[src/rtl/rr_log_arbiter_pkg.sv]
`default_nettype none
// ============================================================================
// Module      : rr_log_arbiter_pkg
// Description : Shared types and constants for the round-robin log arbiter.
// Revision    : 1.0 - initial release
// ============================================================================
package rr_log_arbiter_pkg;

    // Arbiter FSM: IDLE arbitrates, GRANT streams beats from one requester
    typedef enum logic [0:0] {
        IDLE  = 1'b0,
        GRANT = 1'b1
    } rr_state_t;

    // Width of the per-burst beat counter (MAX_BURST is limited to 255)
    localparam int RR_ARB_MAX_BURST_BITS = 8;

    // Width of the free-running accepted-beat counter
    localparam int RR_ARB_BEAT_CNT_W = 32;

endpackage : rr_log_arbiter_pkg
`default_nettype wire

[src/rtl/rr_rr_pick.sv]
`default_nettype none
// ============================================================================
// Module      : rr_rr_pick
// Description : Combinational round-robin picker. Returns the first set bit
//               of the valid vector scanning rr_ptr, rr_ptr+1, ... mod N_REQ.
// Revision    : 1.0 - initial release
// ============================================================================
module rr_rr_pick
    import rr_log_arbiter_pkg::*;
#(
    parameter  int N_REQ   = 4,
    localparam int c_idx_w = $clog2(N_REQ)
) (
    input  logic [N_REQ-1:0]   valid,
    input  logic [c_idx_w-1:0] rr_ptr,
    output logic [c_idx_w-1:0] index,
    output logic               any_valid
);

    // One extra bit so rr_ptr + k never overflows before the modulo fold
    logic [c_idx_w:0] w_cand;
    logic             w_found;

    // Scan candidates in priority order starting at rr_ptr; first hit wins
    always_comb begin
        index   = '0;
        w_found = 1'b0;
        w_cand  = '0;
        for (int k = 0; k < N_REQ; k++) begin
            w_cand = {1'b0, rr_ptr} + (c_idx_w + 1)'(k);
            if (w_cand >= (c_idx_w + 1)'(N_REQ)) begin
                w_cand = w_cand - (c_idx_w + 1)'(N_REQ);
            end
            if (!w_found && valid[w_cand[c_idx_w-1:0]]) begin
                index   = w_cand[c_idx_w-1:0];
                w_found = 1'b1;
            end
        end
    end

    assign any_valid = |valid;

endmodule : rr_rr_pick
`default_nettype wire

[src/rtl/rr_log_arbiter.sv]
`default_nettype none
// ============================================================================
// Module      : rr_log_arbiter
// Description : Round-robin arbiter merging N_REQ logging beat streams into
//               one registered output stream. Each grant carries a burst of
//               up to MAX_BURST beats; an IDLE cycle separates grants.
// Revision    : 1.0 - initial release
// ============================================================================
module rr_log_arbiter
    import rr_log_arbiter_pkg::*;
#(
    parameter  int N_REQ     = 4,
    parameter  int DATA_W    = 64,
    parameter  int MAX_BURST = 4,
    localparam int c_idx_w   = $clog2(N_REQ)
) (
    input  logic                         clk,
    input  logic                         rst,
    input  logic [N_REQ-1:0]             req_valid,
    input  logic [N_REQ*DATA_W-1:0]      req_data,
    output logic [N_REQ-1:0]             req_ready,
    output logic                         out_valid,
    output logic [DATA_W-1:0]            out_data,
    output logic [c_idx_w-1:0]           out_id,
    input  logic                         out_ready,
    output logic [RR_ARB_BEAT_CNT_W-1:0] beat_cnt
);

    localparam logic [RR_ARB_MAX_BURST_BITS-1:0] c_burst_last =
        RR_ARB_MAX_BURST_BITS'(MAX_BURST - 1);

    // Reject parameter sets the counters and picker cannot represent
    if (N_REQ < 2 || N_REQ > 16 || MAX_BURST < 1 || MAX_BURST > 255) begin : g_param_check
        $error("rr_log_arbiter: N_REQ must be 2..16 and MAX_BURST must be 1..255");
    end

    rr_state_t                        r_state;
    logic [c_idx_w-1:0]               r_grant;
    logic [c_idx_w-1:0]               r_rr_ptr;
    logic [RR_ARB_MAX_BURST_BITS-1:0] r_burst_cnt;
    logic [RR_ARB_BEAT_CNT_W-1:0]     r_beat_cnt;

    logic [c_idx_w-1:0]               w_pick_index;
    logic                             w_pick_any;
    logic                             w_grant_ready;
    logic                             w_accept;
    logic                             w_burst_end;
    logic [c_idx_w-1:0]               w_next_ptr;
    logic [DATA_W-1:0]                w_sel_data;

    rr_rr_pick #(
        .N_REQ     (N_REQ)
    ) u_pick (
        .valid     (req_valid),
        .rr_ptr    (r_rr_ptr),
        .index     (w_pick_index),
        .any_valid (w_pick_any)
    );

    // The granted requester may push whenever the output register is free
    // or being drained this cycle
    assign w_grant_ready = (r_state == GRANT) && (!out_valid || out_ready);
    assign w_accept      = w_grant_ready && req_valid[r_grant];

    // Burst closes on the last allowed beat, or when the owner goes quiet
    // while the output register is able to move
    assign w_burst_end = (w_accept && (r_burst_cnt == c_burst_last)) ||
                         ((r_state == GRANT) && !req_valid[r_grant] &&
                          (!out_valid || out_ready));

    assign w_next_ptr = (r_grant == c_idx_w'(N_REQ - 1)) ? '0 : r_grant + c_idx_w'(1);

    assign beat_cnt = r_beat_cnt;

    // One-hot ready toward the granted requester only
    always_comb begin
        req_ready = '0;
        for (int i = 0; i < N_REQ; i++) begin
            if (r_grant == c_idx_w'(i)) begin
                req_ready[i] = w_grant_ready;
            end
        end
    end

    // Mux the granted requester's data lane
    always_comb begin
        w_sel_data = '0;
        for (int i = 0; i < N_REQ; i++) begin
            if (r_grant == c_idx_w'(i)) begin
                w_sel_data = req_data[i*DATA_W +: DATA_W];
            end
        end
    end

    // Arbiter FSM with registered output beat and counters
    always_ff @(posedge clk or posedge rst) begin
        if (rst) begin
            r_state     <= IDLE;
            r_grant     <= '0;
            r_rr_ptr    <= '0;
            r_burst_cnt <= '0;
            r_beat_cnt  <= '0;
            out_valid   <= 1'b0;
            out_data    <= '0;
            out_id      <= '0;
        end else begin
            if (w_accept) begin
                out_valid   <= 1'b1;
                out_data    <= w_sel_data;
                out_id      <= r_grant;
                r_burst_cnt <= r_burst_cnt + 1'b1;
                r_beat_cnt  <= r_beat_cnt + 1'b1;
            end else if (out_ready) begin
                out_valid   <= 1'b0;
            end

            case (r_state)
                IDLE: begin
                    if (w_pick_any) begin
                        r_grant     <= w_pick_index;
                        r_burst_cnt <= '0;
                        r_state     <= GRANT;
                    end
                end
                GRANT: begin
                    if (w_burst_end) begin
                        r_state  <= IDLE;
                        r_rr_ptr <= w_next_ptr;
                    end
                end
                default: r_state <= IDLE;
            endcase
        end
    end

endmodule : rr_log_arbiter
`default_nettype wire

[config.mk]
export PLATFORM = sky130hd
export DESIGN_NAME = rr_log_arbiter
export DESIGN_NICKNAME = d
export VERILOG_FILES = /design/src/rtl/rr_log_arbiter_pkg.sv /design/src/rtl/rr_rr_pick.sv /design/src/rtl/rr_log_arbiter.sv
export SDC_FILE = /design/constraint.sdc
export NUM_CORES = 1
export LEC_CHECK = 0
export CAP_MARGIN = 10
export CORE_AREA = 2 2 142 144
export CTS_CLUSTER_DIAMETER = 150
export CTS_CLUSTER_SIZE = 25
export DETAILED_ROUTE_END_ITERATION = 6
export DIE_AREA = 0 0 144 146
export GPL_TIMING_DRIVEN = 0
export PLACE_DENSITY = 0.83
export RECOVER_POWER = 100
export SLEW_MARGIN = 20
export SYNTH_ARGS = -nofsm -noshare
export SYNTH_HDL_FRONTEND = slang
export SYNTH_SLANG_ARGS = --single-unit
[constraint.sdc]
create_clock -name clk -period 4.5 [get_ports clk]
set_clock_uncertainty 0.05 [all_clocks]
set_input_delay 1.35 -clock clk [delete_from_list [all_inputs] [get_ports clk]]
set_output_delay 1.35 -clock clk [all_outputs]
set_load 0.05 [all_outputs]
==> results.json, run 1 <==
{
  "synth_edf_count": 0,
  "crit_type": "in -> out",
  "clkSinkCount": 112,
  "grt_max_degree": 61,
  "fmax_ghz": 0.226,
  "fin_crit_ns": 4.43,
  "drt_wl_total_mm": 27.7,
  "worst_pin_slew_ns": 2.41,
  "status": "complete, but fails checks",
  "r2r_end": "out_data[45]",
  "placed_area_mm2": 0.0104,
  "dpl.cell_count": 1366,
  "netlist_area_mm2": 0.00637,
  "synth_cell_types": 38,
  "drtIter0Drc": 347,
  "vias": 7354,
  "post-route-period-util_pct": 98.5,
  "synth.area.top_cells": "dfrtp_1, a221oi_1, nor2b_1",
  "p_leak_nw": 4.37,
  "layout-drive-gt1-share_pct": 2.24,
  "clk_latency_ns": 0.35,
  "cts_root_buf": "clkbuf_16",
  "critPathCaptureType": "output port",
  "ys_seq_area_share_pct": 44.0,
  "rr_startpoint": "r_grant[0]",
  "wl_per_cell_um": 20.0,
  "r2r_cells": 7,
  "synth_area_per_cell_um2": 8.67,
  "place_congestion": 0.908,
  "ys.flop_type": "dfrtp_1",
  "p_per_area_mw_per_mm2": 629,
  "grt_pass1_vias": 7410,
  "setup_violations": 0,
  "grt_usage_pct": 26.2,
  "drtPass1Iterations": 5,
  "layout.nets": 1380,
  "cts.clk_slew.worst_paths_ns": 0.07,
  "antenna_found_initial": 3,
  "whs_endpoint": "out_data[32]",
  "violations": "capacitance limit, slew limit",
  "rrSetupSlack_ns": 1.38,
  "dp_hpwl_mm": 22.0,
  "fill_cells": 1775,
  "maxSlewViolCount": 60,
  "rsz0062_at_grt": "false",
  "synth-seq-cells": 112,
  "maxCapViolations": 1,
  "yosysMostFrequentCell": "dfrtp_1",
  "area_growth_syn_to_layout_pct": 66.6,
  "max-vdd-ir-drop_uv": 408,
  "min_from": "out_data[32]",
  "grt_overflow": 0,
  "fin_ws_ns": 0.0674,
  "dp_slack_ns": -0.183,
  "start_util_pct": 33.0,
  "cts_resized": 7,
  "io_buffers": 365,
  "synth_fp_nets": 1004,
  "ant_nets": 0,
  "rows": 51,
  "tritoncts": "done",
  "required_ns": 3.10,
  "yosysWarnings": 0,
  "drc_errors": 0,
  "hold_depth": 2,
  "io_pins": 366,
  "netlist_instances": 735,
  "synth_top_area_share_pct": 44.0,
  "yosysTopAreaCell": "dfrtp_1",
  "path_max_fanout": 9,
  "hold_viol": 0,
  "ys_top_cells_by_count": "dfrtp_1, nand2_1, a21oi_1, o21ai_0, nor3_1",
  "die_x_um": 144,
  "final_util_pct": 54.9,
  "maxSlewHeadroom_pct": -60.8,
  "stdcell_area_mm2": 0.0106,
  "cts_max_level": 3,
  "crit_arrival_ns": 3.03,
  "instances_no_fill": 1382,
  "min-delay-path-class": "reg -> reg",
  "p_total_w": 0.00668,
  "grt_first_pass_wirelength_mm": 42.2,
  "setup.worst_path.start_class": "input port",
  "clockBufferDepth": 2,
  "cts-buffers-inserted": 9,
  "vias_per_cell": 5.32,
  "postCtsSetupRepairBufs": 0,
  "fp.coreArea_mm2": 0.0193,
  "die-area_mm2": 0.0210,
  "ys_async_sr_fraction_pct": 100,
  "die_h_um": 146,
  "postCtsHoldBufs": 0
}
==> flip-flops by register name, indices dropped and copies added (netlist names) <==
register	flops
r_grant	2
r_state	1
out_valid	1
r_burst_cnt	8
out_data	64
r_rr_ptr	2
out_id	2
beat_cnt	32
==> final cells by class <==
type / count / area [µm²] / area share [%]
tap: 265 / 332 / 3.12
timing repair buffer: 366 / 3680 / 34.6
clock inverter: 7 / 72.6 / 0.684
inverter: 11 / 41.3 / 0.389
sequential: 112 / 2800 / 26.4
multi-input combinational: 550 / 3230 / 30.4
buffer: 61 / 236 / 2.23
clock buffer: 9 / 225 / 2.12
antenna: 1 / 2.50 / 0.0236
==> worst max-delay path by stage <==
stage / from / endpoint / slack, ns / cells after the start
after floorplan: rst / beat_cnt[0] / 0.14 / 1
after global placement: rst / out_data[8] / -1.59 / 2
after detailed placement: out_ready / req_ready[0] / -0.18 / 5
after CTS: out_ready / req_ready[3] / 0.09 / 5
after global routing: out_ready / req_ready[3] / 0.01 / 5
final: out_ready / req_ready[3] / 0.07 / 5
==> critical path, cell delays in order <==
cell and delay, ns:
clkdlybuf4s50_1 0.45, nand2b_1 0.09, clkbuf_1 0.37, and3_1 0.22, dlygate4sd2_1 0.55
==> per-layer routing <==
metal | global-route usage (%) | wire, µm | vias to the layer above | part of all wire (%)
met5 | 0 | 13 | - | 0.047
met4 | 8.33 | 739 | 2 | 2.7
met3 | 8.49 | 2580 | 56 | 9.3
met2 | 43.4 | 13500 | 391 | 49
met1 | 32.3 | 10900 | 3497 | 39
li1 | - | - | 3408 | -
==> logic make-up (layout without fill, tap and decap cells) <==
family / count (synthesis) / after routing / synth area share, %
AOI/OAI and AO/OA: 212 / 212 / 20.5
xor gates and xnor gates: 37 / 37 / 5.08
adders and majority gates: 6 / 6 / 1.18
buffers and inverters: 73 / 454 / 4.65
DFF: 112 / 112 / 44.0
muxes: 5 / 5 / 1.00
other: 0 / 1 / 0
and+or+nand+nor: 290 / 290 / 23.6
==> per-stage QoR <==
stage / hold slack, ns / TNS [ns]
after floorplan: 0.451 / 0
after global placement: 0.412 / -177.36
after detailed placement: 0.419 / -0.651
after CTS: 0.438 / 0
after global routing: 0.447 / 0
final: 0.426 / 0
==> placed cells by master (no fill, tap or decap), types with 2 or more instances in the layout <==
cell type,Yosys,layout
clkdlybuf4s50_1,0,260
dfrtp_1,112,112
dlygate4sd3_1,0,101
nand2_1,86,86
a21oi_1,73,73
o21ai_0,72,72
nor3_1,67,67
nor2b_1,64,64
a221oi_1,63,63
clkbuf_1,48,53
xnor2_1,25,25
nor2_1,22,22
nand3_1,14,15
nand4_1,13,14
xor2_1,12,12
inv_1,11,11
clkbuf_16,0,9
and3_1,8,8
ha_1,6,6
clkbuf_2,0,5
and4_1,4,4
dlygate4sd2_1,0,4
nand2b_1,3,3
mux2i_1,3,3
inv_6,0,3
buf_1,3,2
nor4_1,1,2
clkinv_8,0,2
==> report_power, final <==
part	internal (W)	switching, W
Combinational	0.00147	0.00284
Sequential	0.00134	0.000217
Clock	0.000393	0.000419
Total	0.00320	0.00348
Power figures use the tool's default switching activity.
==> run 2, diff against run 1 <==
--- a/config.mk
+++ b/config.mk
@@ -14,7 +14,7 @@
 export GPL_TIMING_DRIVEN = 0
 export PLACE_DENSITY = 0.83
 export RECOVER_POWER = 100
-export SLEW_MARGIN = 20
+export SLEW_MARGIN = 25
 export SYNTH_ARGS = -nofsm -noshare
 export SYNTH_HDL_FRONTEND = slang
 export SYNTH_SLANG_ARGS = --single-unit
==> results of run 2 <==
Same layout as run 1: the final DEF is identical, and so are final timing and power.
